File: src/rtl/pio_irq_sequencer.sv
// Avalon-MM master that arms the 16-bit input PIO's IRQ mask and services its level interrupt.
// Each sampled event is handed off on valid/ready, and its fired bits are masked for a holdoff window.
module pio_irq_sequencer #(
  parameter int HOLDOFF_CYCLES = 1000,
  parameter int READ_LATENCY   = 1
) (
  input  logic        clk,
  input  logic        reset_n,
  output logic [1:0]  pio_address,
  output logic        pio_chipselect,
  output logic        pio_write_n,
  output logic [31:0] pio_writedata,
  input  logic [31:0] pio_readdata,
  input  logic        pio_irq,
  input  logic [15:0] cfg_mask,
  input  logic        cfg_load,
  output logic        evt_valid,
  input  logic        evt_ready,
  output logic [15:0] evt_data,
  output logic [15:0] evt_active,
  output logic [15:0] evt_count,
  output logic        busy
);

  localparam int HW = (HOLDOFF_CYCLES > 0) ? $clog2(HOLDOFF_CYCLES + 1) : 1;

  typedef enum logic [3:0] {
    IDLE, ARMED, WR_CFG, RD_ADDR, RD_WAIT, EMIT, DISARM, HOLDOFF, REARM
  } state_t;

  state_t          state, state_nxt;
  logic [15:0]     shadow_mask, live_mask, shadow_nxt, sample_active;
  logic            pend_load;
  logic [HW-1:0]   hold_cnt;
  logic [1:0]      rd_cnt;
  logic            rd_done;
  logic [1:0]      addr_nxt;
  logic            cs_nxt, wr_n_nxt;
  logic [15:0]     wdat_nxt;
  logic            unused_rd_hi;

  assign unused_rd_hi  = ^pio_readdata[31:16];
  // A load arriving on the same edge as a mask write must be the value written.
  assign shadow_nxt    = cfg_load ? cfg_mask : shadow_mask;
  assign rd_done       = (rd_cnt == 2'(READ_LATENCY - 1));
  assign sample_active = pio_readdata[15:0] & live_mask;

  always_ff @(posedge clk or negedge reset_n) begin
    if (!reset_n) state <= IDLE;
    else          state <= state_nxt;
  end

  always_comb begin
    state_nxt = state;
    case (state)
      IDLE:    if (pend_load) state_nxt = WR_CFG;
      ARMED:   if (pend_load) state_nxt = WR_CFG;
               else if (pio_irq) state_nxt = RD_ADDR;
      WR_CFG,
      REARM:   state_nxt = (pio_writedata[15:0] != 16'h0) ? ARMED : IDLE;
      RD_ADDR: state_nxt = RD_WAIT;
      RD_WAIT: if (rd_done) state_nxt = (sample_active != 16'h0) ? EMIT : ARMED;
      EMIT:    if (evt_ready) state_nxt = DISARM;
      DISARM:  state_nxt = (HOLDOFF_CYCLES == 0) ? REARM : HOLDOFF;
      HOLDOFF: if (hold_cnt <= HW'(1)) state_nxt = REARM;
      default: state_nxt = IDLE;
    endcase
  end

  // Bus outputs are decoded from the next state so they are registered yet aligned with it.
  always_comb begin
    addr_nxt = 2'd0;
    cs_nxt   = 1'b0;
    wr_n_nxt = 1'b1;
    wdat_nxt = 16'h0;
    case (state_nxt)
      WR_CFG, REARM: begin
        addr_nxt = 2'd2; cs_nxt = 1'b1; wr_n_nxt = 1'b0; wdat_nxt = shadow_nxt;
      end
      DISARM: begin
        addr_nxt = 2'd2; cs_nxt = 1'b1; wr_n_nxt = 1'b0; wdat_nxt = live_mask & ~evt_active;
      end
      RD_ADDR: cs_nxt = 1'b1;
      default: ;
    endcase
  end

  always_ff @(posedge clk or negedge reset_n) begin
    if (!reset_n) begin
      pio_address    <= 2'd0;
      pio_chipselect <= 1'b0;
      pio_write_n    <= 1'b1;
      pio_writedata  <= 32'h0;
      evt_valid      <= 1'b0;
      busy           <= 1'b0;
    end else begin
      pio_address    <= addr_nxt;
      pio_chipselect <= cs_nxt;
      pio_write_n    <= wr_n_nxt;
      pio_writedata  <= {16'h0, wdat_nxt};
      evt_valid      <= (state_nxt == EMIT);
      busy           <= !(state_nxt == IDLE || state_nxt == ARMED);
    end
  end

  always_ff @(posedge clk or negedge reset_n) begin
    if (!reset_n) begin
      shadow_mask <= 16'h0;
      live_mask   <= 16'h0;
      pend_load   <= 1'b0;
      hold_cnt    <= '0;
      rd_cnt      <= 2'd0;
      evt_data    <= 16'h0;
      evt_active  <= 16'h0;
      evt_count   <= 16'h0;
    end else begin
      if (cfg_load) begin
        shadow_mask <= cfg_mask;
        pend_load   <= 1'b1;
      end else if ((state == IDLE || state == ARMED) && pend_load) begin
        pend_load   <= 1'b0;
      end
      case (state)
        WR_CFG, REARM: live_mask <= pio_writedata[15:0];
        DISARM: begin
          live_mask <= pio_writedata[15:0];
          hold_cnt  <= HW'(HOLDOFF_CYCLES);
        end
        RD_ADDR: rd_cnt <= 2'd0;
        RD_WAIT: begin
          rd_cnt <= rd_cnt + 2'd1;
          if (rd_done && sample_active != 16'h0) begin
            evt_data   <= pio_readdata[15:0];
            evt_active <= sample_active;
          end
        end
        EMIT:    if (evt_ready) evt_count <= evt_count + 16'd1;
        HOLDOFF: hold_cnt <= hold_cnt - HW'(1);
        default: ;
      endcase
    end
  end

endmodule
File: config.mk
export PLATFORM = sky130hd
export DESIGN_NAME = pio_irq_sequencer
export DESIGN_NICKNAME = d
export VERILOG_FILES = /design/src/rtl/pio_irq_sequencer.sv
export SDC_FILE = /design/constraint.sdc
export NUM_CORES = 1
export LEC_CHECK = 0
export ABC_AREA = 1
export CAP_MARGIN = 20
export CELL_PAD_IN_SITES_DETAIL_PLACEMENT = 0
export CELL_PAD_IN_SITES_GLOBAL_PLACEMENT = 1
export CORE_MARGIN = 2
export CORE_UTILIZATION = 29
export CTS_BUF_LIST = sky130_fd_sc_hd__clkbuf_4
export DETAILED_ROUTE_END_ITERATION = 12
export PLACE_DENSITY = 0.76
export SLEW_MARGIN = 0
export SYNTH_ARGS = -nofsm -noshare
export SYNTH_HDL_FRONTEND = slang
export SYNTH_SLANG_ARGS = --single-unit
File: constraint.sdc
create_clock -name clk -period 1.8 [get_ports clk]
set_input_delay 0.18 -clock clk [delete_from_list [all_inputs] [get_ports clk]]
set_output_delay 0.18 -clock clk [all_outputs]
set_load 0.02 [all_outputs]
==> metrics.md, run 1 <==
| Metric | Value |
|---|---|
| Avg Vias per Cell | `between 4 and 5` |
| Root Buffer | `clkbuf_4` |
| Post-synth EDFFs | `0` |
| Crit Path Category | `reg -> out` |
| Fin crit share | `0.949` |
| Post-synth top flop | `dfrtp_1` |
| Setup_tns | `0 ps` |
| Syn Inst Count | `646` |
| Fin area | `roughly 7100 um^2` |
| Fin nets | `826` |
| CTS buffer count | `17` |
| Worst-skew pair later-pin latency | `520 ps` |
| Final core utilization | `0.392` |
| Fraction of layout instances using a drive strength above 1 | `0.0896` |
| FMAX | `586 MHz` |
| CP max stage delay | `630 ps` |
| Antenna-violating nets left | `0` |
| Unrepaired setup endpoints after global routing | `no` |
| Core Area | `about 18000 um^2` |
| # Post-CTS Setup Buffers | `0` |
| Status | `finished clean` |
| Synthesized area | `approximately 5400 um^2` |
| Bufs on Longest Clock Path | `2` |
| Detailed-route via count | `4255` |
| DIE WIDTH | `140 um` |
| FF-to-FF setup slack | `160 ps` |
| Clock slew seen by the registers of the worst setup and hold paths | `100 ps` |
| Initial core utilization | `0.297` |
| Asr flop ratio synth | `1.00` |
| Area grow syn2layout | `31.8%` |
| Wirelength per Cell | `13.2 um` |
| CTS tree | `yes` |
| Critical-path top delay cell | `clkdlybuf4s50_1` |
| Max rail drop VDD | `0.632 mV` |
| Area after DPL | `around 6700 um^2` |
| Crit-path cells | `clkdlybuf4s50_1` |
| Unique masters post-synth | `36` |
| R2R Path Start | `state[2]` |
| Synth Area per Inst | `8.29 um^2` |
| HPWL Detailed | `approximately 10000 um` |
| Post-synthesis register bit count | `118` |
| Synth warn | `0` |
| IO Port Bufs | `about 110` |
| Tot Pwr | `10.5 mW` |
| Post-synthesis sequential area ratio | `0.551` |
| RR Endpoint | `hold_cnt[7]` |
| Critical Path End | `evt_active[14]` |
| Arrival @ worst endpoint | `1530 ps` |
| CP startpoint | `evt_active[14]` |
| Clock Sink Count | `between 100 and 150` |
| Die footprint | `around 20000 um^2` |
| 1st-pass router iterations | `4` |
| Final GP Congestion | `0.845` |
| Drt initial violations | `252` |
| Die Span Y | `approximately 140 um` |
| Gr ovfl total | `0` |
| Largest net degree at the start of global routing | `43` |
| Top delay family on crit path | `buffers and inverters` |
| Slew Limit Fails | `0` |
| # H-tree levels | `4` |
| Register-to-Register Path Depth | `7` |
| Max-cap violations | `0` |
| Hold Vio Cnt, Final | `0` |
| Post-Place Worst Slack | `42.6 ps` |
| FP Rows | `49` |
| Buffers and inverters on the worst path | `1` |
| I/O pin total | `around 140` |
| First-pass GRT wire length | `about 22000 um` |
| Initial antenna violation count | `1` |
| Routed wire length | `13300 um` |
| Min Tclk post-route | `around 1700 ps` |
| Setup violations, final | `0` |
| Final setup margin | `92.3 ps` |
| Number of global-route vias before repair | `4156` |
| WP depth | `1` |
| Path category of the worst min-delay check | `in -> async` |
| Leakage | `3.78 nW` |
| Type of origin of the critical path | `flop` |
| Worst-case clock skew | `17.9 ps` |
| Total Routing Usage GR | `0.141` |
| WP data required | `1620 ps` |
| Crit-path max FO | `3` |
| Critical path endpoint category | `primary output` |
| DRC viols | `0` |
| P per Cell Area | `1490 nW/um^2` |
## through the flow
step	hold WS [ps]	cells
4_1_cts	80.5	1010
3_3_place_gp	151	978
5_1_grt	127	1011
3_5_place_dp	152	978
2_1_floorplan	-116	662
6_report	126	1011
## area by class of cell
| class | count | area, um^2 |
|---|---|---|
| Multi-Input combinational cell | 460 | 2080 |
| Timing Repair Buffer | 120 | 1200 |
| Fill cell | 1864 | 11000 |
| Inverter | 52 | 195 |
| Clock buffer | 21 | 158 |
| Sequential cell | 118 | 2950 |
| Tap cell | 229 | 287 |
| Antenna cell | 1 | 2.50 |
| Clock inverter | 10 | 179 |
## routing by layer
layer  track usage  routed length [um]
met5             0                   0
met2         0.217                6010
met1         0.193                6580
met3        0.0342                 528
met4        0.0547                 206
## report_power, final
part | internal [mW] | total (mW) | switching, mW
combinational | 1.66 | 4.20 | 2.54
clock | 1.29 | 2.27 | 0.983
sequential | 3.43 | 4.04 | 0.616
total | 6.38 | 10.5 | 4.14
## synth_stat cells, types with 2 or more instances
cell	number	area, um^2
nand2_1	263	987
nor3_1	6	30.0
nand3b_1	5	37.5
xnor2_1	4	35.0
inv_1	44	165
inv_2	7	26.3
nand4_2	2	25.0
nor3_2	3	30.0
o21ai_1	16	80.1
ha_1	4	50.1
nand3_1	28	140
buf_2	5	25.0
o21ai_0	30	150
nor2_1	51	191
xor2_1	8	70.1
clkbuf_1	8	30.0
nor2_2	3	18.8
nand4_1	3	18.8
nor2_4	2	22.5
nand3_2	2	20.0
a21oi_1	3	15.0
buf_4	19	143
dfrtp_1	117	2930
## cells by family (layout without fill, tap and decap cells)
logic type | count (synthesis) | after routing | share of synthesized area
other | 1 | 18 | 0.000700
DFF | 118 | 118 | 0.551
buffers and inverters | 84 | 203 | 0.0733
xor gates and xnor gates | 12 | 12 | 0.0196
adders and majority gates | 4 | 4 | 0.00934
and+or+nand+nor | 374 | 374 | 0.294
AOI/OAI and AO/OA | 53 | 53 | 0.0518
## cell usage in the layout, fill, tap and decap left out, types with 2 or more instances in the layout
cell type | Yosys | layout
clkdlybuf4s50_1 | 0 | 59
nor2_1 | 51 | 51
ha_1 | 4 | 4
dlymetal6s2s_1 | 0 | 12
inv_2 | 7 | 7
dfrtp_1 | 117 | 117
nand2_1 | 263 | 263
nand3_1 | 28 | 27
buf_12 | 0 | 4
nor3_1 | 6 | 6
buf_4 | 19 | 11
nor2_4 | 2 | 2
nand3b_1 | 5 | 5
clkinvlp_4 | 0 | 2
nand4_2 | 2 | 2
inv_1 | 44 | 44
nand3_2 | 2 | 3
clkinv_2 | 0 | 2
conb_1 | 1 | 17
dlygate4sd2_1 | 0 | 33
nand4_1 | 3 | 3
a21oi_1 | 3 | 3
clkbuf_4 | 0 | 21
clkinv_1 | 1 | 2
xnor2_1 | 4 | 4
nor2_2 | 3 | 3
o21ai_1 | 16 | 16
o21ai_0 | 30 | 30
nor3_2 | 3 | 3
xor2_1 | 8 | 8
bufinv_16 | 0 | 5
## flip-flops by register name, indices dropped and copies added (netlist names)
| register | flops |
|---|---|
| pio_chipselect | 1 |
| evt_valid | 1 |
| evt_data | 16 |
| rd_cnt | 2 |
| shadow_mask | 16 |
| busy | 1 |
| pio_address | 1 |
| pend_load | 1 |
| evt_count | 16 |
| evt_active | 16 |
| pio_writedata | 16 |
| live_mask | 16 |
| hold_cnt | 10 |
| state | 4 |
| pio_write_n | 1 |
## worst register-to-register path, delay by kind of cell (launching register included)
kind / cells / cell delay, ps
AOI/OAI and AO/OA: 2 / 280
buffers and inverters: 1 / 90
and+or+nand+nor: 4 / 740
DFF: 1 / 390
## worst min path at each step
stage	cells after the start	endpoint	slack [ps]	from
floorplan	0	busy	-120	reset_n
global placement	1	shadow_mask[2]	150	reset_n
detailed placement	1	shadow_mask[2]	150	reset_n
CTS	2	shadow_mask[2]	80	reset_n
global route	2	shadow_mask[2]	130	reset_n
finish	2	shadow_mask[2]	130	reset_n
## what timing repair did
action	in CTS	in global routing
endpoints found under the setup margin	33	13
pin swaps	0	0
hold buffers	1	0
endpoints found under the hold margin	117	0
gates resized for setup	33	13
No activity file was read; power rests on OpenSTA's default activity.
==> run 2, diff against run 1 <==
--- a/config.mk
+++ b/config.mk
@@ -13,6 +13,7 @@
 export CORE_UTILIZATION = 29
 export CTS_BUF_LIST = sky130_fd_sc_hd__clkbuf_4
 export DETAILED_ROUTE_END_ITERATION = 12
+export MAX_ROUTING_LAYER = met4
 export PLACE_DENSITY = 0.76
 export SLEW_MARGIN = 0
 export SYNTH_ARGS = -nofsm -noshare
==> run 2 against run 1 <==
Flip-flop and latch count unchanged; sequential share of layout area about the same; non-clock buffer count stayed put; cell count unchanged; setup slack improved by 12 ps; total power barely moved; via count hardly changed; global-route usage increased by 0.42 points; cell area about the same; first-iteration DRC count up 4.4%; clock skew shrank 4.2 ps; routed wire length is essentially flat; largest cell class unchanged; largest power group unchanged.
==> metrics.md, run 2 (synthesis results as in run 1) <==
| Metric | Value |
|---|---|
| Clock Sink Count | `118` |
| Max-cap violations | `0` |
| RR Endpoint | `hold_cnt[7]` |
| Critical-path top delay cell | `clkdlybuf4s50_1` |
| Total Routing Usage GR | `0.145` |
| Register-to-Register Path Depth | `7` |
| Gr ovfl total | `0` |
| IO Port Bufs | `around 110` |
| Number of global-route vias before repair | `4152` |
| Gr busiest metal | `met2` |
| FMAX | `590 MHz` |
| GR Layer Usage met3 | `0.0393` |
| CTS buffer count | `17` |
| Leading cell type in the layout, fill and taps excluded | `nand2_1` |
| Critical path endpoint category | `primary output` |
| Bufs on Longest Clock Path | `2` |
| Status | `finished clean` |
| HPWL Detailed | `between 10000 and 15000 um` |
| First-pass GRT wire length | `roughly 22000 um` |
| Most frequent cells in the layout | `nand2_1 (263), dfrtp_1 (117), clkdlybuf4s50_1 (57)` |
| Setup violations, final | `0` |
| Max rail drop VDD | `0.632 mV` |
| DRC viols | `0` |
| CP max stage delay | `620 ps` |
| Root Buffer | `clkbuf_4` |
| Initial core utilization | `0.297` |
| R2R Path Start | `state[2]` |
| FF-to-FF setup slack | `160 ps` |
| Worst-skew pair later-pin latency | `510 ps` |
| Clock slew seen by the registers of the worst setup and hold paths | `100 ps` |
| WP depth | `1` |
| Crit-path max FO | `3` |
| Fraction of layout instances using a drive strength above 1 | `0.0896` |
| Buffers and inverters on the worst path | `1` |
| Post-Place Worst Slack | `42.6 ps` |
| Die Span Y | `roughly 140 um` |
| Core Area | `18000 um^2` |
| Hold_ws | `around 130 ps` |
| Crit Path Category | `reg -> out` |
| Path category of the worst min-delay check | `in -> async` |
| Die footprint | `~20000 um^2` |
| Routed wire length | `13300 um` |
| Crit-path cells | `clkdlybuf4s50_1` |
| Detailed-route via count | `4251` |
| Fin nets | `826` |
| Wirelength per Cell | `between 10 and 15 um` |
| Final setup margin | `105 ps` |
| WP data required | `1620 ps` |
| Tot Pwr | `10.5 mW` |
| Setup_tns | `0 ps` |
| Area grow syn2layout | `31.9%` |
| Arrival @ worst endpoint | `1520 ps` |
| Drt initial violations | `about 260` |
| Avg Vias per Cell | `4.20` |
| Leakage | `between 3 and 4 nW` |
| Fin crit share | `0.942` |
| Slew Limit Fails | `0` |
| Unrepaired setup endpoints after global routing | `no` |
| Worst-case clock skew | `13.7 ps` |
| DIE WIDTH | `140 um` |
| # Post-CTS Setup Buffers | `0` |
| FP Rows | `49` |
| Met2 GRT Util | `0.216` |
| CTS tree | `yes` |
| P per Cell Area | `around 1500 nW/um^2` |
| Hold Vio Cnt, Final | `0` |
| I/O pin total | `roughly 140` |
| 1st-pass router iterations | `4` |
| Type of origin of the critical path | `flop` |
| GR Layer Usage met1 | `0.193` |
| Antenna-violating nets left | `0` |
| Top delay family on crit path | `buffers and inverters` |
| Largest net degree at the start of global routing | `43` |
| Min Tclk post-route | `1700 ps` |
| Initial antenna violation count | `1` |
| # H-tree levels | `4` |
| Final GP Congestion | `about 0.86` |
## run 2: per-stage QoR
step	util	std cells	cell area (um^2)
floorplan	-	662	5420
global placement	0.373	978	6720
detailed placement	0.373	978	6720
CTS	0.390	1010	7020
global route	0.392	1011	7070
finish	0.392	1011	7070
## run 2: how the worst max path moves through the flow
stage | startpoint | end | slack (ps)
finish | pio_writedata[2] | pio_writedata[2] | 100
global route | pio_writedata[2] | pio_writedata[2] | 0.2
floorplan | hold_cnt[6] | pio_writedata[0] | 380
CTS | evt_active[2] | evt_active[2] | 2
detailed placement | pio_readdata[1] | evt_valid | 40
global placement | pio_readdata[0] | evt_valid | 70
## run 2: repair_timing
action,in CTS,in global routing
endpoints found under the hold margin,117,0
resized for setup,33,15
hold buffers,1,0
endpoints found under the setup margin,33,15
## run 2: where the power goes
part	total (mW)	switching (mW)	internal (mW)
Sequential	4.04	0.617	3.43
Clock	2.27	0.979	1.29
Combinational	4.19	2.53	1.66
Total	10.5	4.13	6.37
## run 2: final cells by class
cell class / count / area (um^2)
repair buffers: 120 / 1210
flip-flops and latches: 118 / 2950
well taps: 229 / 287
clock buffers: 21 / 158
fillers: 1866 / 11000
multi-input cells: 460 / 2080
diodes: 1 / 2.50
clock inverters: 10 / 179
inverters: 52 / 195
## run 2: routing by layer
metal	wire length, um	vias up
li1	-	2243
met3	565	9
met2	6020	107
met4	171	0
met5	0	-
met1	6570	1892
